[src/rtl/bj_pkg.sv]
// Shared blackjack dealing definitions: deck size, suit/requester encodings, FSM states.
package bj_pkg;
  localparam int DECK_SIZE = 52;
  localparam int IDX_W     = 6;
  localparam int PLAYER    = 0;
  localparam int DEALER    = 1;

  typedef enum logic [1:0] {
    SUIT_DIAMOND = 2'd0,
    SUIT_CLUB    = 2'd1,
    SUIT_HEART   = 2'd2,
    SUIT_SPADE   = 2'd3
  } suit_e;

  typedef enum logic [1:0] {
    S_IDLE    = 2'd0,
    S_DRAW    = 2'd1,
    S_SCAN    = 2'd2,
    S_DELIVER = 2'd3
  } state_e;

  // (value-1)*4 + suit; only meaningful for value 1..13
  function automatic logic [IDX_W-1:0] card_idx(input logic [3:0] v, input logic [1:0] s);
    logic [3:0] vm1;
    vm1 = v - 4'd1;
    return {vm1, s};
  endfunction
endpackage

[src/rtl/deal_arbiter_if.sv]
// Request/draw/card bus between the requesters and the dealing arbiter.
interface deal_arbiter_if;
  logic [1:0] req;
  logic       shuffle;
  logic [3:0] rng_value;
  logic [1:0] rng_suit;
  logic [1:0] ack;
  logic       card_valid;
  logic [3:0] card_value;
  logic [1:0] card_suit;
  logic [5:0] cards_left;
  logic       deck_empty;
  logic       busy;

  modport master (
    output req, shuffle, rng_value, rng_suit,
    input  ack, card_valid, card_value, card_suit, cards_left, deck_empty, busy
  );
  modport slave (
    input  req, shuffle, rng_value, rng_suit,
    output ack, card_valid, card_value, card_suit, cards_left, deck_empty, busy
  );
endinterface

[src/rtl/deck_mask.sv]
// Used-card mask and remaining-card counter; empty flag lags the counter by one cycle.
module deck_mask
  import bj_pkg::*;
(
  input  logic             clk,
  input  logic             rst,
  input  logic             i_clear,
  input  logic             i_set,
  input  logic [IDX_W-1:0] i_set_idx,
  input  logic [IDX_W-1:0] i_test_idx,
  output logic             o_test_used,
  output logic [5:0]       o_cards_left,
  output logic             o_empty
);
  logic [DECK_SIZE-1:0] r_mask;
  logic [5:0]           r_left;
  logic                 r_empty;

  always_ff @(posedge clk) begin
    if (rst || i_clear) begin
      r_mask  <= '0;
      r_left  <= 6'(DECK_SIZE);
      r_empty <= 1'b0;
    end else begin
      if (i_set) begin
        r_mask[i_set_idx] <= 1'b1;
        r_left            <= r_left - 6'd1;
      end
      r_empty <= (r_left == 6'd0);
    end
  end

  // indices past the deck read as used so they can never be taken
  assign o_test_used  = (i_test_idx >= 6'(DECK_SIZE)) ? 1'b1 : r_mask[i_test_idx];
  assign o_cards_left = r_left;
  assign o_empty      = r_empty;
endmodule

[src/rtl/deal_arbiter.sv]
// Round-robin card dealer: RNG draws with rejection, linear-scan fallback after MAX_RETRY misses.
module deal_arbiter
  import bj_pkg::*;
#(
  parameter int MAX_RETRY = 8
) (
  input  logic clk,
  input  logic rst,
  deal_arbiter_if.slave bus
);
  localparam int RW = $clog2(MAX_RETRY) + 1;

  state_e           r_state, w_next;
  logic             r_dest;
  logic             r_rr_dealer;
  logic [RW-1:0]    r_retry;
  logic [IDX_W-1:0] r_scan_idx;
  logic [3:0]       r_value;
  logic [1:0]       r_suit;

  logic [IDX_W-1:0] w_draw_idx, w_test_idx;
  logic             w_rng_ok, w_used, w_take, w_clear, w_grant, w_winner, w_last_try;
  logic [5:0]       w_left;
  logic             w_empty;

  assign w_draw_idx = card_idx(bus.rng_value, bus.rng_suit);
  assign w_rng_ok   = (bus.rng_value >= 4'd1) && (bus.rng_value <= 4'd13);
  assign w_test_idx = (r_state == S_SCAN) ? r_scan_idx : w_draw_idx;
  assign w_take     = (((r_state == S_DRAW) && w_rng_ok) || (r_state == S_SCAN)) && !w_used;
  assign w_clear    = (r_state == S_IDLE) && bus.shuffle;
  assign w_grant    = (r_state == S_IDLE) && !bus.shuffle && (w_left != 6'd0) && (|bus.req);
  assign w_winner   = (bus.req == 2'b11) ? r_rr_dealer : bus.req[1];
  assign w_last_try = (r_retry == RW'(MAX_RETRY - 1));

  deck_mask u_mask (
    .clk          (clk),
    .rst          (rst),
    .i_clear      (w_clear),
    .i_set        (w_take),
    .i_set_idx    (w_test_idx),
    .i_test_idx   (w_test_idx),
    .o_test_used  (w_used),
    .o_cards_left (w_left),
    .o_empty      (w_empty)
  );

  always_ff @(posedge clk) begin
    if (rst) r_state <= S_IDLE;
    else     r_state <= w_next;
  end

  always_comb begin
    w_next = r_state;
    case (r_state)
      S_IDLE:    if (w_grant) w_next = S_DRAW;
      S_DRAW:    if (w_take) w_next = S_DELIVER;
                 else if (w_last_try) w_next = S_SCAN;
      S_SCAN:    if (w_take) w_next = S_DELIVER;
      S_DELIVER: w_next = S_IDLE;
      default:   w_next = S_IDLE;
    endcase
  end

  always_ff @(posedge clk) begin
    if (rst) begin
      r_dest      <= 1'b0;
      r_rr_dealer <= 1'b0;
      r_retry     <= '0;
      r_scan_idx  <= '0;
      r_value     <= '0;
      r_suit      <= '0;
    end else begin
      case (r_state)
        S_IDLE: if (w_grant) begin
          r_dest  <= w_winner;
          r_retry <= '0;
        end
        S_DRAW: if (w_take) begin
          r_value <= bus.rng_value;
          r_suit  <= bus.rng_suit;
        end else begin
          r_retry    <= r_retry + RW'(1);
          r_scan_idx <= '0;
        end
        S_SCAN: if (w_take) begin
          r_value <= r_scan_idx[5:2] + 4'd1;
          r_suit  <= r_scan_idx[1:0];
        end else begin
          r_scan_idx <= r_scan_idx + 6'd1;
        end
        // the requester just served loses the next tie
        S_DELIVER: r_rr_dealer <= ~r_dest;
        default: ;
      endcase
    end
  end

  assign bus.card_valid = (r_state == S_DELIVER);
  assign bus.ack        = (r_state == S_DELIVER) ? {r_dest, ~r_dest} : 2'b00;
  assign bus.card_value = r_value;
  assign bus.card_suit  = r_suit;
  assign bus.cards_left = w_left;
  assign bus.deck_empty = w_empty;
  assign bus.busy       = (r_state != S_IDLE);
endmodule

[src/flat_wrapper.sv]
// flat-port wrapper written by rule: the top's interface ports become plain ports
module deal_arbiter_flat import bj_pkg::*;
#(
  parameter int MAX_RETRY = 8
)
  (clk, rst, bus_req, bus_shuffle, bus_rng_value, bus_rng_suit, bus_ack, bus_card_valid, bus_card_value, bus_card_suit, bus_cards_left, bus_deck_empty, bus_busy);
  deal_arbiter_if bus_i ();
  input  logic clk;
  input  logic rst;
  input wire logic [$bits(bus_i.req)-1:0] bus_req;
  input wire logic [$bits(bus_i.shuffle)-1:0] bus_shuffle;
  input wire logic [$bits(bus_i.rng_value)-1:0] bus_rng_value;
  input wire logic [$bits(bus_i.rng_suit)-1:0] bus_rng_suit;
  output wire logic [$bits(bus_i.ack)-1:0] bus_ack;
  output wire logic [$bits(bus_i.card_valid)-1:0] bus_card_valid;
  output wire logic [$bits(bus_i.card_value)-1:0] bus_card_value;
  output wire logic [$bits(bus_i.card_suit)-1:0] bus_card_suit;
  output wire logic [$bits(bus_i.cards_left)-1:0] bus_cards_left;
  output wire logic [$bits(bus_i.deck_empty)-1:0] bus_deck_empty;
  output wire logic [$bits(bus_i.busy)-1:0] bus_busy;
  assign bus_i.req = bus_req;
  assign bus_i.shuffle = bus_shuffle;
  assign bus_i.rng_value = bus_rng_value;
  assign bus_i.rng_suit = bus_rng_suit;
  assign bus_ack = bus_i.ack;
  assign bus_card_valid = bus_i.card_valid;
  assign bus_card_value = bus_i.card_value;
  assign bus_card_suit = bus_i.card_suit;
  assign bus_cards_left = bus_i.cards_left;
  assign bus_deck_empty = bus_i.deck_empty;
  assign bus_busy = bus_i.busy;
  deal_arbiter #(.MAX_RETRY(MAX_RETRY)) u_core (.clk(clk), .rst(rst), .bus(bus_i));
endmodule
[config.mk]
export PLATFORM = sky130hd
export DESIGN_NAME = deal_arbiter_flat
export DESIGN_NICKNAME = d
export VERILOG_FILES = /design/src/rtl/bj_pkg.sv /design/src/rtl/deal_arbiter_if.sv /design/src/rtl/deck_mask.sv /design/src/rtl/deal_arbiter.sv /design/src/flat_wrapper.sv
export SDC_FILE = /design/constraint.sdc
export NUM_CORES = 1
export LEC_CHECK = 0
export CAP_MARGIN = 20
export CORE_MARGIN = 1
export CORE_UTILIZATION = 40
export CTS_CLUSTER_SIZE = 16
export DETAILED_ROUTE_END_ITERATION = 8
export HOLD_SLACK_MARGIN = 0.1
export PLACE_DENSITY = 0.55
export SYNTH_ARGS = -nofsm -noshare
export SYNTH_HDL_FRONTEND = slang
export SYNTH_SLANG_ARGS = --single-unit
[constraint.sdc]
create_clock -name clk -period 6.97 [get_ports clk]
set_clock_uncertainty 0.2 [all_clocks]
set_input_delay 0.697 -clock clk [delete_from_list [all_inputs] [get_ports clk]]
set_output_delay 0.697 -clock clk [all_outputs]
set_load 0.1 [all_outputs]
==> impl_metrics.py <==
metrics = {
    "sta": {
        "maxSlewViolCount": 0,
        "hold_viol_final": 0,
        "fin_tns_setup_ns": 0,
        "rsz0062_at_grt": "no",
        "tightestPinTransition_ns": 0.984,
        "slew-limit-headroom": 0.342,
        "max_freq_mhz": 220,
        "finalCritPeriodShare": 0.653,
        "fin_crit_ns": 4.55,
        "finalSetupViolCount": 0,
    },
    "synth": {
        "ys_seq_elements": 79,
        "synth.most_common_cell": "dfxtp_1",
        "seq_area_frac_synth": 0.383,
        "synthTopCellsByCount": "79 x dfxtp_1, 73 x nor2_1, 38 x nand2_1",
        "synthTopCellsByArea": "dfxtp_1 38%, nor2_1 6.6%, a31oi_1 4.5%",
        "syn_avg_cell_area_um2": 8.23,
        "synth_area_um2": 4130,
        "yosysWarnings": 0,
        "ys_async_sr_fraction": 0,
        "yosysTopAreaCellShare": 0.383,
        "synth.largest_area_cell": "dfxtp_1",
        "syn-num-nets": 523,
        "yosys_most_used_dff": "dfxtp_1",
        "netlist_instances": 501,
        "synth_edf_count": 0,
        "synth.distinct_cells": 65,
    },
    "placed_design": {
        "dpl.hpwl_um": 7790,
        "port_buffers": 27,
        "gp_congestion": 0.795,
    },
    "hold_path": {
        "hold_path_class": "flip-flop to flip-flop",
        "min_from": "u_core.u_mask.r_mask[50]",
        "min_path_cells": 2,
        "hold_end": "u_core.u_mask.r_mask[50]",
    },
    "critical_path": {
        "crit_path_end_kind": "flip-flop",
        "reg2reg_slack_ns": 2.42,
        "r2r_cells": 13,
        "timing.rr.end": "u_core.r_scan_idx[2]",
        "setup.worst_path.start_class": "flip-flop",
        "reg2reg_from": "u_core.r_state[0]",
        "crit_required_ns": 7.04,
        "cp.arrival_ns": 4.62,
        "worst-path-max-fanout": 33,
        "path_class": "flip-flop to flip-flop",
    },
    "die": {
        "dieArea_um2": 10700,
        "die_y_um": 104,
        "dieWidth_um": 104,
        "num_rows": 36,
        "ios": 28,
        "start_util": 0.418,
        "core_region_area_um2": 9860,
    },
    "routing": {
        "vias": 3667,
        "drt_wl_total_um": 11000,
        "drtIter0Drc": 199,
        "dr.pass1.iters": 4,
        "drc": 0,
        "viasPerCell": 5.67,
        "wl_per_cell_um": 17.0,
        "ant_nets": 0,
    },
    "layout": {
        "register_area_um2": 1580,
        "syn_to_final_growth_pct": 12.2,
        "multi_input_area_um2": 2300,
        "fin_nets": 531,
        "final_layout_size_suffix_gt1_frac": 0.0856,
        "n_fill_cell": 988,
        "num_antenna_cells": 0,
    },
    "outcome": {
        "status": "complete, no violations",
    },
    "clock_network": {
        "clockBufferDepth": 2,
        "cts_root_buffer": "clkbuf_8",
        "cts_hold_buf": 0,
        "clkTransAtPathRegs_ns": 0.08,
        "cts_made_buffers": 9,
        "cts_tree": "built",
        "cts.sinks": 79,
        "post_cts_buffers": 0,
        "postCtsResizedCells": 0,
        "worstSkewPairLatency_ns": 0.35,
        "h-tree-depth": 3,
    },
    "global_routing": {
        "grt_start_max_net_pins": 38,
        "grt_pass1_wl_um": 18600,
        "grt.total_usage": 0.216,
        "grt_overflow": 0,
        "grt_antenna_before_repair": 0,
        "grt_pass1_vias": 3505,
    },
    "pwr": {
        "powerDensity_nw_per_um2": 380,
        "leakagePower_uw": 0.00160,
        "power.total_uw": 1760,
        "vdd_drop_max_mv": 0.235,
    },
    "flow_run": {
        "drv_cap": 0,
    },
}
==> metal layers <==
layer  vias to the layer above  share of wire  global-route usage
met5                         -              0                   0
met4                         0          0.017              0.0694
met3                        17          0.045              0.0447
met2                        76           0.46               0.337
met1                      1726           0.48               0.297
li1                       1848              -                   -
==> final cells by class <==
cell class	count	area share
multi-input cells	367	0.498
repair buffers	33	0.0689
clock buffers	11	0.0284
well taps	133	0.0359
flip-flops and latches	79	0.342
inverters	19	0.0154
clock inverters	5	0.0122
==> logic make-up after synthesis <==
logic type               synth area share
AND/OR/NAND/NOR                     0.220
AO/OA/AOI/OAI                       0.244
flip-flops                          0.383
buffers and inverters              0.0604
multiplexers                       0.0491
adder cells (fa/ha/maj)            0.0334
XOR/XNOR                           0.0106
==> flip-flops by register name (all words and copies together), names as in the netlist, 2 cells and up <==
name and count:
u_core.bus.card_suit 2, u_core.bus.card_value 4, u_core.r_retry 4, u_core.r_scan_idx 6
u_core.r_state 2, u_core.u_mask.o_cards_left 6, u_core.u_mask.r_mask 52
==> per-stage QoR <==
| stage | hold slack [ns] | std cells | area, um2 | worst slack [ns] | util |
|---|---|---|---|---|---|
| final | 0.252 | 647 | 4630 | 2.42 | 0.469 |
| after global routing | 0.289 | 647 | 4630 | 2.16 | 0.469 |
| after CTS | 0.255 | 646 | 4620 | 1.90 | 0.468 |
| after detailed placement | 0.237 | 630 | 4430 | 1.70 | 0.449 |
| after global placement | 0.233 | 630 | 4430 | 1.81 | 0.449 |
| after floorplan | 0.219 | 501 | 4130 | 3.41 | - |
==> power breakdown <==
group / internal (uW) / switching, uW
clock network: 166 / 172
registers: 486 / 29.1
logic: 247 / 657
==> critical path, stage by stage (launching register included) <==
cell and delay (ns):
dfxtp_1 0.34, inv_1 0.14, ha_1 0.44, buf_4 0.40, inv_1 0.25, o32ai_1 0.50, a221o_1 0.24, a311oi_1 0.10
nor4_2 0.65, nor3_2 0.18, buf_6 0.20, buf_4 0.20, or4_1 0.47, a21oi_1 0.16
==> worst max-delay path by stage <==
stage | from | endpoint | slack, ns | depth (start not counted)
2_1_floorplan | u_core.r_state[1] | bus_ack[0] | 3.41 | 2
3_3_place_gp | bus_rng_value[0] | u_core.u_mask.r_mask[50] | 1.81 | 11
3_5_place_dp | bus_rng_value[0] | u_core.u_mask.r_mask[50] | 1.70 | 11
4_1_cts | u_core.r_state[0] | u_core.u_mask.r_mask[50] | 1.90 | 11
5_1_grt | u_core.r_state[0] | u_core.u_mask.r_mask[30] | 2.16 | 13
6_report | u_core.r_state[0] | u_core.r_scan_idx[2] | 2.42 | 13
==> cells in the final DEF (no fill, tap or decap), types with 4 or more instances in the layout <==
master           count
a221o_1              4
buf_4                5
a41oi_1              6
a31oi_1             30
and3_1               8
clkbuf_8             9
nand3b_1             4
nor2b_1              6
a21oi_1             22
xnor2_1              5
o31ai_1             10
dfxtp_1             79
mux2i_1              8
nand2_1             38
o21ai_0             37
clkdlybuf4s50_1     27
ha_1                11
and2_1               5
or3_1                4
nor2_1              73
nand3_1             18
nand4b_1             4
a211oi_1             8
inv_1               19
a32o_1               6
Power figures use the tool's default switching activity.
